**src/rtl/histeq_master_fsm.sv**
```systemverilog
// histeq_master_fsm
// Top-level sequencer for the histogram equalizer core. Runs one image job
// per start request: HIST -> CDF -> DIV -> DONE, with a per-phase watchdog,
// a sticky error state and an abort path back to IDLE.
//
// Ports:
//   clock, reset                 rising-edge clock, async active-low reset
//   start, abort                 host job request / synchronous abort
//   histogram_input_mem_raddr0   core's input-memory read address (monitored)
//   histogram_computation_done,
//   cdf_done, divider_done       phase completion flags (level-sampled)
//   start_histogram, start_cdf,
//   start_divider                phase-start outputs to the core
//   input_mem_read_finished      set once the last input word was addressed
//   busy, job_done               job in progress / one-cycle completion pulse
//   error, error_phase           sticky watchdog error, 1=HIST 2=CDF 3=DIV
//
// Optional feature (macro HISTEQ_PHASE_PERF_EN): adds hist_cycles,
// cdf_cycles and div_cycles, the saturating length of each phase in the
// last normally completed job.
module histeq_master_fsm #(
    parameter int LAST_INPUT_ADDR = 4095,
    parameter int TIMEOUT_CYCLES  = 200000,
    parameter int CNT_W           = 20
) (
    input  logic        clock,
    input  logic        reset,
    input  logic        start,
    input  logic        abort,
    input  logic [15:0] histogram_input_mem_raddr0,
    input  logic        histogram_computation_done,
    input  logic        cdf_done,
    input  logic        divider_done,
    output logic        start_histogram,
    output logic        start_cdf,
    output logic        start_divider,
    output logic        input_mem_read_finished,
    output logic        busy,
    output logic        job_done,
    output logic        error,
    output logic [1:0]  error_phase
`ifdef HISTEQ_PHASE_PERF_EN
    ,
    output logic [31:0] hist_cycles,
    output logic [31:0] cdf_cycles,
    output logic [31:0] div_cycles
`endif
);

    typedef enum logic [2:0] {S_IDLE, S_HIST, S_CDF, S_DIV, S_DONE, S_ERR} state_t;

    localparam logic [CNT_W-1:0] TMO_LAST  = CNT_W'(TIMEOUT_CYCLES - 1);
    localparam logic [15:0]      LAST_ADDR = 16'(LAST_INPUT_ADDR);

    state_t           state, state_n;
    logic [CNT_W-1:0] wd_cnt, wd_cnt_n;
    logic             sh_n, sc_n, sd_n, imrf_n, busy_n, jd_n, err_n;
    logic [1:0]       eph_n;
    logic             timeout;

    // Fires on the last allowed cycle of a phase; a done in the same cycle wins
    // because the done checks come first below.
    assign timeout = (TIMEOUT_CYCLES != 0) && (wd_cnt == TMO_LAST);

    always_ff @(posedge clock or negedge reset) begin
        if (!reset) begin
            state                   <= S_IDLE;
            wd_cnt                  <= '0;
            start_histogram         <= 1'b0;
            start_cdf               <= 1'b0;
            start_divider           <= 1'b0;
            input_mem_read_finished <= 1'b0;
            busy                    <= 1'b0;
            job_done                <= 1'b0;
            error                   <= 1'b0;
            error_phase             <= 2'd0;
        end else begin
            state                   <= state_n;
            wd_cnt                  <= wd_cnt_n;
            start_histogram         <= sh_n;
            start_cdf               <= sc_n;
            start_divider           <= sd_n;
            input_mem_read_finished <= imrf_n;
            busy                    <= busy_n;
            job_done                <= jd_n;
            error                   <= err_n;
            error_phase             <= eph_n;
        end
    end

    always_comb begin
        state_n  = state;
        sh_n     = start_histogram;
        sc_n     = start_cdf;
        sd_n     = start_divider;
        imrf_n   = input_mem_read_finished;
        busy_n   = busy;
        jd_n     = 1'b0;
        err_n    = error;
        eph_n    = error_phase;
        wd_cnt_n = '0;

        if (abort) begin
            state_n = S_IDLE;
            sh_n    = 1'b0;
            sc_n    = 1'b0;
            sd_n    = 1'b0;
            imrf_n  = 1'b0;
            busy_n  = 1'b0;
            err_n   = 1'b0;
            eph_n   = 2'd0;
        end else begin
            case (state)
                S_IDLE: begin
                    if (start) begin
                        state_n = S_HIST;
                        sh_n    = 1'b1;
                        busy_n  = 1'b1;
                    end
                end
                S_HIST: begin
                    wd_cnt_n = wd_cnt + 1'b1;
                    if (histogram_computation_done) begin
                        state_n  = S_CDF;
                        sh_n     = 1'b0;
                        sc_n     = 1'b1;
                        imrf_n   = 1'b0;
                        wd_cnt_n = '0;
                    end else if (timeout) begin
                        state_n = S_ERR;
                        sh_n    = 1'b0;
                        imrf_n  = 1'b0;
                        busy_n  = 1'b0;
                        err_n   = 1'b1;
                        eph_n   = 2'd1;
                    end else if (histogram_input_mem_raddr0 == LAST_ADDR) begin
                        imrf_n = 1'b1;
                    end
                end
                S_CDF: begin
                    wd_cnt_n = wd_cnt + 1'b1;
                    if (cdf_done) begin
                        state_n  = S_DIV;
                        sc_n     = 1'b0;
                        sd_n     = 1'b1;
                        wd_cnt_n = '0;
                    end else if (timeout) begin
                        state_n = S_ERR;
                        sc_n    = 1'b0;
                        busy_n  = 1'b0;
                        err_n   = 1'b1;
                        eph_n   = 2'd2;
                    end
                end
                S_DIV: begin
                    wd_cnt_n = wd_cnt + 1'b1;
                    if (divider_done) begin
                        state_n  = S_DONE;
                        sd_n     = 1'b0;
                        busy_n   = 1'b0;
                        jd_n     = 1'b1;
                        wd_cnt_n = '0;
                    end else if (timeout) begin
                        state_n = S_ERR;
                        sd_n    = 1'b0;
                        busy_n  = 1'b0;
                        err_n   = 1'b1;
                        eph_n   = 2'd3;
                    end
                end
                S_DONE:  state_n = S_IDLE;
                S_ERR:   state_n = S_ERR;
                default: state_n = S_IDLE;
            endcase
        end
    end

`ifdef HISTEQ_PHASE_PERF_EN
    logic [31:0] perf_cnt, perf_inc;

    assign perf_inc = (perf_cnt == 32'hFFFF_FFFF) ? perf_cnt : perf_cnt + 32'd1;

    // perf_cnt restarts on every state change, so at a phase's exit edge
    // perf_inc equals the number of cycles that phase's start_* was high.
    // Only the normal successor state records, so aborts and timeouts don't.
    always_ff @(posedge clock or negedge reset) begin
        if (!reset) begin
            perf_cnt    <= '0;
            hist_cycles <= '0;
            cdf_cycles  <= '0;
            div_cycles  <= '0;
        end else begin
            if (state_n != state)
                perf_cnt <= '0;
            else if (state == S_HIST || state == S_CDF || state == S_DIV)
                perf_cnt <= perf_inc;
            if (state == S_HIST && state_n == S_CDF)  hist_cycles <= perf_inc;
            if (state == S_CDF  && state_n == S_DIV)  cdf_cycles  <= perf_inc;
            if (state == S_DIV  && state_n == S_DONE) div_cycles  <= perf_inc;
        end
    end
`endif

endmodule
```
**config.mk**
```make
export PLATFORM = sky130hd
export DESIGN_NAME = histeq_master_fsm
export DESIGN_NICKNAME = d
export VERILOG_FILES = /design/src/rtl/histeq_master_fsm.sv
export SDC_FILE = /design/constraint.sdc
export NUM_CORES = 1
export LEC_CHECK = 0
export CAP_MARGIN = 10
export CORE_MARGIN = 2
export CORE_UTILIZATION = 40
export CTS_CLUSTER_SIZE = 30
export DETAILED_ROUTE_END_ITERATION = 6
export GPL_ROUTABILITY_DRIVEN = 0
export GPL_TIMING_DRIVEN = 0
export PLACE_DENSITY = 0.69
export SYNTH_ARGS = -nofsm -noshare
export SYNTH_HDL_FRONTEND = slang
export SYNTH_SLANG_ARGS = --single-unit
```
**constraint.sdc**
```tcl
create_clock -name clock -period 1.66 [get_ports clock]
set_input_delay 0.415 -clock clock [delete_from_list [all_inputs] [get_ports clock]]
set_output_delay 0.415 -clock clock [all_outputs]
set_load 0.05 [all_outputs]
```
-- Word-level counts from Yosys, hierarchy flattened
Cells that the tools add are included.
- add/subtract/negate cells: 1
- multiply operators: 0
- div/mod/pow operators: 0
- magnitude comparators: 0
- equality and inequality tests: 18
- shift operators: 0
- mux-type cells: 53
- bitwise operators: 0
- reductions and logical operators: 15
- operators by type and width (kind ; number):
    $mux 20 ; 4
    $pmux 20 s3 ; 1
    $mux 1 ; 28
    $ne 3x3->1 const B ; 9
    $add 20x1->20 const B ; 1
    $eq 20x18->1 const B ; 1
    $mux 3 ; 6
    $eq 16x12->1 const B ; 1
    $pmux 3 s5 ; 1
    $mux 2 ; 7
    $ne 4x4->1 const B ; 3
    $reduce_and 3->1 ; 3
    $reduce_bool 3->1 ; 3
    $reduce_and 4->1 ; 2
    $reduce_bool 4->1 ; 2
    $reduce_and 7->1 ; 1
    $eq 3x2->1 const B ; 2
    $pmux 1 s2 ; 3
    $pmux 2 s3 ; 1
    $reduce_bool 5->1 ; 1
    $pmux 1 s4 ; 1
    $eq 3x1->1 const B ; 1
    $eq 3x3->1 const B ; 1
    $logic_not 3->1 ; 1
    3 further kinds ; 3
- register bits: 32
- latch bits: 0
- memory bits (writable): 0
- ROM bits: 0
- input port bits: 23
- output and inout port bits: 9
- logic and storage cells: 97
- memories: 0

-- Longest topological paths before layout
Gate-level depths: netlist of run 1.
- word-level depth: 6
- mapped depth: 7

-- Least setup slack after synthesis of run 1
No wires, ideal clock.
- path type: flip-flop to flip-flop
- start: register wd_cnt[6]
- end: register wd_cnt[19]
- setup time: 74 ps
- data arrival time: 1478 ps
- required time: 1586 ps
- slack: 107 ps
- cell stages (with the launch flop): 6
- path buffers: 1
- clock period less this slack: 1553 ps
- path through: dfrtp_1 > and4_1 > buf_6 > nand4_4 > or4_4 > a21oi_2
- cells in the longest elaborated chain, start to end: 4
- ends and longest elaborated chain (element ; line ; source):
    from (decl) ; 56 ; logic [CNT_W-1:0] wd_cnt, wd_cnt_n;
    from (signal assigned) ; 79 ; wd_cnt <= wd_cnt_n;
    $add 20x1->20 * ; 122, 141, 156 ;
    $mux 20 (on tied branches) ; 157, 123, 142 ;
    $pmux 20 s3 * ; 113 ; case (state)
    $mux 20 * ; 103 ; if (abort) begin
    named net wd_cnt_n[19] ; 56 ;
Mark *: on every way through the listed nets, which the timed path passes. The rest lies on a longest branch.
A chain may end at the register's enable or synchronous reset.

-- Final worst setup path of run 1
- start: register wd_cnt[7]
- end: register state[0]
- cells in the longest elaborated chain, start to end: 5
- ends and longest elaborated chain (element ; line ; source):
    $eq 20x18->1 * ; 63 ; assign timeout = (TIMEOUT_CYCLES != 0) && (wd_cnt == TMO_LAST);
    $mux 3 * ; -- ;
    $mux 3 (on tied branches) ; -- ;
    $pmux 3 s5 * ; -- ;
    $mux 3 * ; -- ;
    to (signal assigned) ; 78 ; state <= state_n;
    to (decl) ; 55 ; state_t state, state_n;
Mark *: on every way between the ends. The rest lies on a longest branch, timed or not.

==> results of run 1 <==
[cells by family after synthesis]
family / Yosys count / share of synthesized area, %
buffers and inverters: 20 / 5.556
adder cells (fa/ha/maj): 1 / 0.6943
AO/OA/AOI/OAI: 49 / 16.87
flip-flops: 32 / 44.44
XOR/XNOR: 9 / 4.375
AND/OR/NAND/NOR: 87 / 28.06
[what timing repair did]
item / in CTS / in global routing
pin swaps: 5 / 8
setup endpoints to repair: 35 / 16
buffers inserted: 10 / 6
resized for setup: 34 / 16
gates cloned: 1 / 1
[layer usage]
layer	up-vias	GRT usage [%]	routed length [um]
met5	-	0	0
met1	815	25.16	2058
met2	60	30.11	2263
met4	0	9.644	59
li1	823	-	-
met3	7	4.986	350
[layout make-up]
class	count	area (um2)	share of cell area [%]
Timing Repair Buffer	48	435.4	17.24
Multi-Input combinational cell	146	1023	40.54
Buffer	10	76.32	3.023
Clock buffer	8	90.09	3.568
Sequential cell	32	804.5	31.86
Tap cell	52	65.06	2.577
Inverter	8	30.03	1.189
[synth_stat cells, types with 4 or more instances]
cell / count
nand2_1: 12
or3_1: 6
nor2_1: 19
or4_1: 6
clkbuf_1: 7
xor2_1: 6
nand4_1: 6
dfrtp_1: 32
nand3_1: 8
o21ai_0: 10
inv_1: 8
nor2b_1: 4
a21oi_1: 17
nor3_1: 4
o31ai_1: 6
[worst max-delay path by stage]
stage                       from         end  cells after the start
global route           wd_cnt[7]    state[0]                      5
detailed placement  divider_done   wd_cnt[2]                      6
floorplan              wd_cnt[6]  wd_cnt[19]                      5
global placement    divider_done   wd_cnt[2]                      6
finish                 wd_cnt[7]    state[0]                      5
CTS                    wd_cnt[9]    state[0]                      5
[layout by cell type (no fill, tap or decap), drive strengths merged]
cell type	netlist	routed
a211oi	2	2
a21o	1	1
a21oi	18	18
a311oi	3	3
a31oi	3	3
a32oi	1	1
a41oi	1	1
and2	3	3
and3	3	3
and4	3	3
buf	5	21
clkbuf	7	15
clkdlybuf4s50	0	18
dfrtp	32	32
dlygate4sd2	0	12
ha	1	1
inv	8	8
nand2	12	12
nand2b	3	3
nand3	9	9
nand4	7	7
nor2	19	19
nor2b	4	4
nor3	4	4
nor3b	1	1
nor4	2	2
nor4b	1	1
nor4bb	1	1
o211ai	2	2
o21ai	10	10
o21bai	2	2
o31ai	6	6
or2	2	2
or3	6	6
or4	7	7
xnor2	3	3
xor2	6	6
[registers in the layout, summed over array words and instances (netlist names)]
signal / flops
wd_cnt: 20
state: 3
error_phase: 2
busy: 1
error: 1
input_mem_read_finished: 1
job_done: 1
start_cdf: 1
start_divider: 1
start_histogram: 1
[metrics by stage]
stage | cell area, um2 | utilization, % | hold WS, ps | TNS (ps)
6_report | 2525 | 57.99 | 179.4 | -41.15
5_1_grt | 2525 | 57.99 | 256.0 | -553.7
4_1_cts | 2422 | 55.63 | 203.5 | -51.64
3_5_place_dp | 2172 | 49.89 | 447.7 | -15820
3_3_place_gp | 2177 | 50.00 | 442.6 | -31320
2_1_floorplan | 1802 | - | 119.4 | 0
[where the power goes]
part           total (uW)  internal, uW  leakage [uW]  switching (uW)
combinational         260           109      0.000533             151
clock                 628           338     0.0000455             290
sequential            813           796      0.000438            16.4
==> results.py, run 1 <==
metrics = {
    "power_and_ir_drop": {
        "leakage_uw": 0.001016,
        "total_power_uw": 1701,
        "vdd.ir_drop.worst_mv": 0.4333,
        "powerDensity_nw_per_um2": 673.8,
    },
    "cells_and_area": {
        "area_growth_syn_to_layout_pct": 40.14,
        "fin_nets": 275,
        "n_antenna_cell": 0,
        "drive_gt1_share_pct": 24.60,
        "nFillCells": 399,
        "fin_cells": 304,
    },
    "clocking": {
        "cts_sinks": 32,
        "cts_max_level": 2,
        "root_buffer": "clkbuf_8",
        "hold_buffers": 0,
        "clk-insertion-delay-late_ps": 290,
        "path_clk_slew_ps": 70,
        "cts_tree": "done",
        "cts_inserted_buffers": 5,
        "clockBufferDepth": 2,
    },
    "synthesis": {
        "yosys-top-cells-area": "dfrtp_1 44%, a21oi_1 4.7%, nor2_1 4.0%",
        "ys_seq_elements": 32,
        "synth_top_area_share_pct": 44.44,
        "syn_area_um2": 1802,
        "ys_async_sr_fraction_pct": 100.0,
        "synth.largest_area_cell": "dfrtp_1",
        "synth_edf_count": 0,
        "yosysUniqueCellTypes": 40,
        "syn_nets": 222,
        "yosysWarnings": 0,
        "avgSynthCellArea_um2": 9.100,
        "ys_seq_area_share_pct": 44.44,
        "synthCells": 198,
        "synth_flop_cell": "dfrtp_1",
    },
    "sta": {
        "skew_ps": 9.965,
        "worstMarginPinSlew_ps": 745.2,
        "period_needed_ps": 1691,
        "slew_headroom_pct": 50.32,
        "hold_viol_final": 0,
        "setup_slack_ps": -30.82,
        "rsz0062_at_grt": "true",
        "post-route-period-util_pct": 101.9,
        "max_freq_mhz": 591.4,
        "setup_viol": 2,
        "slew_violations": 0,
    },
    "route": {
        "detail-route-antenna-nets": 0,
        "wl_um": 4731,
        "avgViaCountPerCell": 5.609,
        "drt_iter0_drc": 140,
        "drc_errors": 0,
        "wl_per_cell_um": 15.56,
        "vias": 1705,
        "drt-pass1-iter-count": 4,
    },
    "floorplan": {
        "initial_core_util_pct": 41.38,
        "core_um2": 4354,
        "rows": 24,
        "io_pins": 32,
        "die_w_um": 71.12,
        "die_h_um": 71.12,
        "dieArea_um2": 5057,
    },
    "grt": {
        "grt_pass1_vias": 1640,
        "grt_pass1_wl_um": 7700,
        "grt_usage_pct": 19.38,
        "grt_max_degree": 33,
        "antenna_found_initial": 0,
        "globalRouteOverflowTotal": 0,
    },
    "placed_design": {
        "hpwl_um": 3015,
        "place.port_buffers": 31,
        "place.detailed.instances": 281,
        "pre_cts_slack_ps": -764.1,
    },
    "setup_path": {
        "r2r_setup_slack_ps": -30,
        "path_cells": "nor4bb_2 -> nand4_1 -> clkbuf_8 -> or3_4 -> a21oi_2",
        "cp_max_fo": 5,
        "reg2reg_to": "state[0]",
        "timing.rr.start": "wd_cnt[7]",
        "worst-path-buf-inv": 1,
        "critical_path_class": "flop to flop",
        "cp_data_arrival_time_ps": 1910,
        "reg2reg_depth": 5,
        "path_delay_family": "simple AND/OR/NAND/NOR gates",
        "cp.required_ps": 1880,
        "slowest_delay_ps": 420,
        "endpoint_kind": "flop",
        "cpMaxStageDelayCell": "dfrtp_1",
        "crit_path_start_kind": "flop",
    },
    "min_path": {
        "hp-class": "input port to asynchronous set/reset pin",
    },
    "flow_run": {
        "cap_violations": 0,
    },
    "outcome": {
        "failed_checks": "negative setup slack",
        "outcome": "finished with violations",
    },
}
(Power assumes the default switching activity.)
==> run 2, diff against run 1 <==
--- a/config.mk
+++ b/config.mk
@@ -10,7 +10,6 @@
 export CORE_UTILIZATION = 40
 export CTS_CLUSTER_SIZE = 30
 export DETAILED_ROUTE_END_ITERATION = 6
-export GPL_ROUTABILITY_DRIVEN = 0
 export GPL_TIMING_DRIVEN = 0
 export PLACE_DENSITY = 0.69
 export SYNTH_ARGS = -nofsm -noshare
==> results of run 2 <==
The final DEF is identical to that of run 1; final timing and power are the same.
